===== src/rtl/fifo_rd_packer.sv =====
// Read-side byte packer for the async FIFO (rclk domain): drains bytes one at a
// time and presents LANES-byte words with a keep mask on a valid/ready stream.
module fifo_rd_packer #(
    parameter int WIDTH   = 8,
    parameter int LANES   = 4,
    parameter int TIMEOUT = 16
) (
    input  logic                     rclk,
    input  logic                     rst,
    input  logic                     fifo_empty,
    output logic                     fifo_ren,
    input  logic [WIDTH-1:0]         fifo_rdata,
    input  logic                     fifo_valid,
    input  logic                     flush,
    output logic [WIDTH*LANES-1:0]   out_data,
    output logic [LANES-1:0]         out_keep,
    output logic                     out_valid,
    input  logic                     out_ready,
    output logic                     err_unexp
);

    localparam int CW = $clog2(LANES + 1);
    localparam int IW = (TIMEOUT > 0) ? $clog2(TIMEOUT + 1) : 1;
    localparam int LW = $clog2(LANES);

    logic [LANES-1:0][WIDTH-1:0] r_acc;
    logic [CW-1:0]               r_cnt;
    logic                        r_pend;
    logic                        r_flush_pend;
    logic [IW-1:0]               r_idle;
    logic                        r_err;
    logic [WIDTH*LANES-1:0]      r_out_data;
    logic [LANES-1:0]            r_out_keep;
    logic                        r_out_valid;

    logic [CW:0]                 w_inflight;
    logic                        w_ren;
    logic                        w_cap;
    logic                        w_unexp;
    logic                        w_full;
    logic                        w_tmo;
    logic                        w_partial;
    logic                        w_slot;
    logic                        w_emit;
    logic [LANES-1:0]            w_keep;

    // Bytes already held plus the one in flight must leave room in the word.
    assign w_inflight = {1'b0, r_cnt} + {{CW{1'b0}}, r_pend};
    assign w_ren      = !rst && !fifo_empty && !r_flush_pend &&
                        (w_inflight < (CW+1)'(LANES));
    assign w_cap      = fifo_valid && r_pend;
    assign w_unexp    = fifo_valid && !r_pend;
    assign w_full     = (r_cnt == CW'(LANES));
    assign w_tmo      = (TIMEOUT > 0) && (r_idle == IW'(TIMEOUT));
    assign w_partial  = (r_cnt != '0) && !r_pend && (r_flush_pend || w_tmo);
    assign w_slot     = !r_out_valid || out_ready;
    assign w_emit     = (w_full || w_partial) && w_slot;

    always_comb begin
        w_keep = '0;
        for (int i = 0; i < LANES; i++) begin
            w_keep[i] = (CW'(i) < r_cnt);
        end
    end

    // NOTE: the accumulator sits on the async reset so a reset mid-word leaves
    // no stale bytes in the unfilled lanes of the next emitted word.
    always_ff @(posedge rclk or posedge rst) begin
        if (rst) begin
            r_acc  <= '0;
            r_cnt  <= '0;
            r_pend <= 1'b0;
        end else begin
            r_pend <= w_ren;
            if (w_emit) begin
                // NOTE: later non-blocking writes win, so lane 0 can be refilled
                // in the same cycle the rest of the accumulator is cleared.
                r_acc <= '0;
                if (w_cap) begin
                    r_acc[0] <= fifo_rdata;
                end
                r_cnt <= w_cap ? CW'(1) : '0;
            end else if (w_cap) begin
                r_acc[r_cnt[LW-1:0]] <= fifo_rdata;
                r_cnt                <= r_cnt + CW'(1);
            end
        end
    end

    always_ff @(posedge rclk or posedge rst) begin
        if (rst) begin
            r_idle       <= '0;
            r_flush_pend <= 1'b0;
            r_err        <= 1'b0;
            r_out_data   <= '0;
            r_out_keep   <= '0;
            r_out_valid  <= 1'b0;
        end else begin
            if (w_emit || w_cap) begin
                r_idle <= '0;
            end else if ((r_cnt != '0) && !fifo_valid && (r_idle != IW'(TIMEOUT))) begin
                r_idle <= r_idle + IW'(1);
            end

            // A flush with nothing held or in flight simply retires.
            if (w_emit && r_flush_pend) begin
                r_flush_pend <= 1'b0;
            end else if (r_flush_pend && (r_cnt == '0) && !r_pend) begin
                r_flush_pend <= 1'b0;
            end else if (flush) begin
                r_flush_pend <= 1'b1;
            end

            if (w_unexp) begin
                r_err <= 1'b1;
            end

            if (w_emit) begin
                r_out_data  <= r_acc;
                r_out_keep  <= w_keep;
                r_out_valid <= 1'b1;
            end else if (out_ready) begin
                r_out_valid <= 1'b0;
            end
        end
    end

    assign fifo_ren  = w_ren;
    assign out_data  = r_out_data;
    assign out_keep  = r_out_keep;
    assign out_valid = r_out_valid;
    assign err_unexp = r_err;

endmodule


===== config.mk =====
export PLATFORM = sky130hd
export DESIGN_NAME = fifo_rd_packer
export DESIGN_NICKNAME = d
export VERILOG_FILES = /design/src/rtl/fifo_rd_packer.sv
export SDC_FILE = /design/constraint.sdc
export NUM_CORES = 1
export LEC_CHECK = 0
export BUFFER_PORTS_ARGS = -buffer_cell sky130_fd_sc_hd__buf_2
export CAP_MARGIN = 15
export CORE_MARGIN = 2
export CORE_UTILIZATION = 55
export DETAILED_ROUTE_END_ITERATION = 7
export HOLD_SLACK_MARGIN = 0.08
export PLACE_DENSITY = 0.83
export SETUP_SLACK_MARGIN = 0.5
export SYNTH_ARGS = -nofsm -noshare
export SYNTH_HDL_FRONTEND = slang
export SYNTH_SLANG_ARGS = --single-unit

===== constraint.sdc =====
create_clock -name rclk -period 2.9 [get_ports rclk]
set_input_delay 0.145 -clock rclk [delete_from_list [all_inputs] [get_ports rclk]]
set_output_delay 0.145 -clock rclk [all_outputs]
set_load 0.01 [all_outputs]

==> reports/qor.csv <==
metric;value;unit
outcome;completed;
YS warnings;0;
First-pass DRT Iterations;5;
Top delay family on crit path;compound AO/OA/AOI/OAI gates;
asr flop ratio synth;100;%
GRT overflow;0;
PortBufs;52;
skew final;0.0128;ns
GRT Util Overall;20.8;%
global routing usage on met1;27.8;%
die height;83.7;um
GRT met3 Usage;4.06;%
CP max stage delay;0.43;ns
Max Cap Viol;0;
hold depth;2;
area leader, netlist;dfrtp_1;
Seq pwr share;40.3;%
CTS Sinks;80;
Placement Rows;29;
P per Cell Area;906;nW/um^2
Final Util;66.0;%
synthesis-stage register bit count;80;
Clk pwr share;23.0;%
Initial Util;55.9;%
commonest non-fill, non-tap cell in the layout;dfrtp_1;
average size of a mapped cell;12.6;um^2
hold_ws;0.0858;ns
gpl congestion;0.781;
initial antenna violation count;0;
drc violations;0;
Antenna Cells;0;
largest net degree at the start of global routing;56;
initial DRC count;190;
dpl hpwl;4560;um
Slew HR;62.3;%
CP Class;flip-flop to flip-flop;
vias in the first global route;2352;
Synth cell types;36;
M2 GR Usage;33.5;%
H-tree level count;3;
root buf cell;clkbuf_8;
HP Class;input pin to flip-flop;
Critical Path RT;3.17;ns
cells along the critical path;inv_1, ha_1, or2b_2, o211a_1, buf_4, a21oi_1;
Synth-to-Final Area Change;18.0;%
fin area;4120;um^2
most frequent cells in the layout;dfrtp_1, buf_2, nand2_1;
worst path bufs/invs;2;
Worst setup EP type;flip-flop;
top-area cell type share of the netlist area;57.4;%
Net Sw Frac;35.5;%
synth top area cells;dfrtp_1, mux2_4, nand2_1;
worst-margin pin slew;0.564;ns
layout cell share with drive strength beyond 1;33.4;%
chip width;83.7;um
Worst setup SP type;flip-flop;
Crit. path cell count;6;
peak supply drop;0.000712;V
IO Count;53;
Peak Freq;457;MHz
Antenna Nets Post-Route;0;
Slew Viols, Final;0;
synthesized instance count;276;
crit path max fanout;22;
Fin. Hold Viols;0;
Post-synth EDFFs;0;
Via Count;2308;
total power;3.73;mW
share of power burned in combinational logic;36.7;%
RSZ-0062 raised after global routing;false;
Setup TNS;0;ns
worst reg2reg path depth;6;
Tmin final;2.19;ns
routed len/inst;16.2;um
P_leak;2.13;nW
final WL;6830;um
post-place instance area;3790;um^2
Tcrit/Tclk final;75.4;%
Sw Pwr;1.32;mW
Mapped Area;3490;um^2
# fillers;459;
busiest grt layer;met2;
CTS tree;yes;
total CTS buffers;9;
Synth Flop Type;dfrtp_1;
clock-pin slew on the worst setup and hold paths;0.09;ns
via density per instance;5.48;
CP arrival;2.46;ns
first-pass GRT wire length;11500;um
final number of setup-violating endpoints;0;
Internal;2.41;mW
register area share after synthesis;57.4;%
Post-Syn Nets;296;
Clock Path Buffers;2;
clk_lat worst skew;0.36;ns
Core Region;6240;um^2
fin nets;359;
Max stage delay cell, worst path;dfrtp_1;
die footprint;7000;um^2
-- timing repair --
item / in CTS / in global routing
hold buffers: 10 / 0
endpoints found under the hold margin: 40 / 0
setup buffers: 2 / 0
setup endpoints to repair: 15 / 0
resized for setup: 0 / 0
-- sequential cells by signal (all words and copies together) (netlist names) --
register      flops
r_flush_pend      1
r_pend            1
err_unexp         1
r_idle            5
out_valid         1
r_acc            32
r_cnt             3
out_data         32
out_keep          4
-- final timing paths --
path,endpoint,from,slack [ns]
setup / recovery,r_acc[27],r_cnt[0],0.71
hold / removal,r_acc[3],fifo_rdata[3],0.09
setup reg to reg,r_acc[27],r_cnt[0],0.71
hold reg to reg,err_unexp,err_unexp,0.46
max in group asynchronous,r_acc[23],rst,1.81
min in group asynchronous,r_acc[0],rst,0.39
-- synthesized netlist by cell type (2+ instances only) --
master,count
a21o_1,2
a21oi_1,25
a22o_1,8
and3_1,2
buf_1,4
buf_2,3
buf_4,2
buf_6,5
clkbuf_1,2
dfrtp_1,80
ha_1,6
inv_1,9
mux2_2,4
mux2_4,30
mux2i_1,4
nand2_1,39
nand3_1,16
nor2_1,4
nor3_1,6
nor4b_1,3
o211a_1,2
o21ai_0,2
xnor2_1,5
-- through the flow --
stage / setup WS, ns / cells
2_1_floorplan: 0.703 / 276
3_3_place_gp: 0.530 / 393
3_5_place_dp: 0.451 / 393
4_1_cts: 0.717 / 421
5_1_grt: 0.526 / 421
6_report: 0.713 / 421
-- power by group through the flow --
stage / clock [mW] / combinational (mW) / sequential [mW]
2_1_floorplan: 0 / 1.04 / 1.54
3_3_place_gp: 0 / 1.31 / 1.51
3_5_place_dp: 0 / 1.35 / 1.52
4_1_cts: 0.868 / 1.38 / 1.50
5_1_grt: 0.915 / 1.49 / 1.53
6_report: 0.858 / 1.37 / 1.50
-- routing by layer --
| metal | share of wire [%] | routed length, um |
|---|---|---|
| met5 | 0 | 0 |
| met4 | 2.0 | 135 |
| met3 | 4.8 | 330 |
| met2 | 49 | 3340 |
| met1 | 44 | 3030 |
-- cells by family (layout without fill, tap and decap cells) --
family          Yosys count  after routing  synth area share (%)
mux                      38             38                  15.3
buf+inv                  25             93                  4.09
compound gates           45             45                  8.78
simple gates             76             76                  10.8
flops                    80             80                  57.4
xor+xnor                  6              6                  1.51
fa+ha+maj                 6              6                  2.15
-- worst reg2reg max path, stage by stage (launching register included) --
cell and delay, ns:
dfrtp_1 0.43, inv_1 0.14, ha_1 0.37, or2b_2 0.39
o211a_1 0.31, buf_4 0.31, a21oi_1 0.16
-- area by class of cell --
class / count / area (um^2) / share of cell area [%]
well taps: 77 / 96.3 / 2.34
inverters: 9 / 33.8 / 0.821
clock inverters: 7 / 85.1 / 2.07
repair buffers: 68 / 430 / 10.5
clock buffers: 9 / 124 / 3.01
multi-input cells: 171 / 1350 / 32.7
flip-flops and latches: 80 / 2000 / 48.6
No activity file was read; power rests on OpenSTA's default activity.
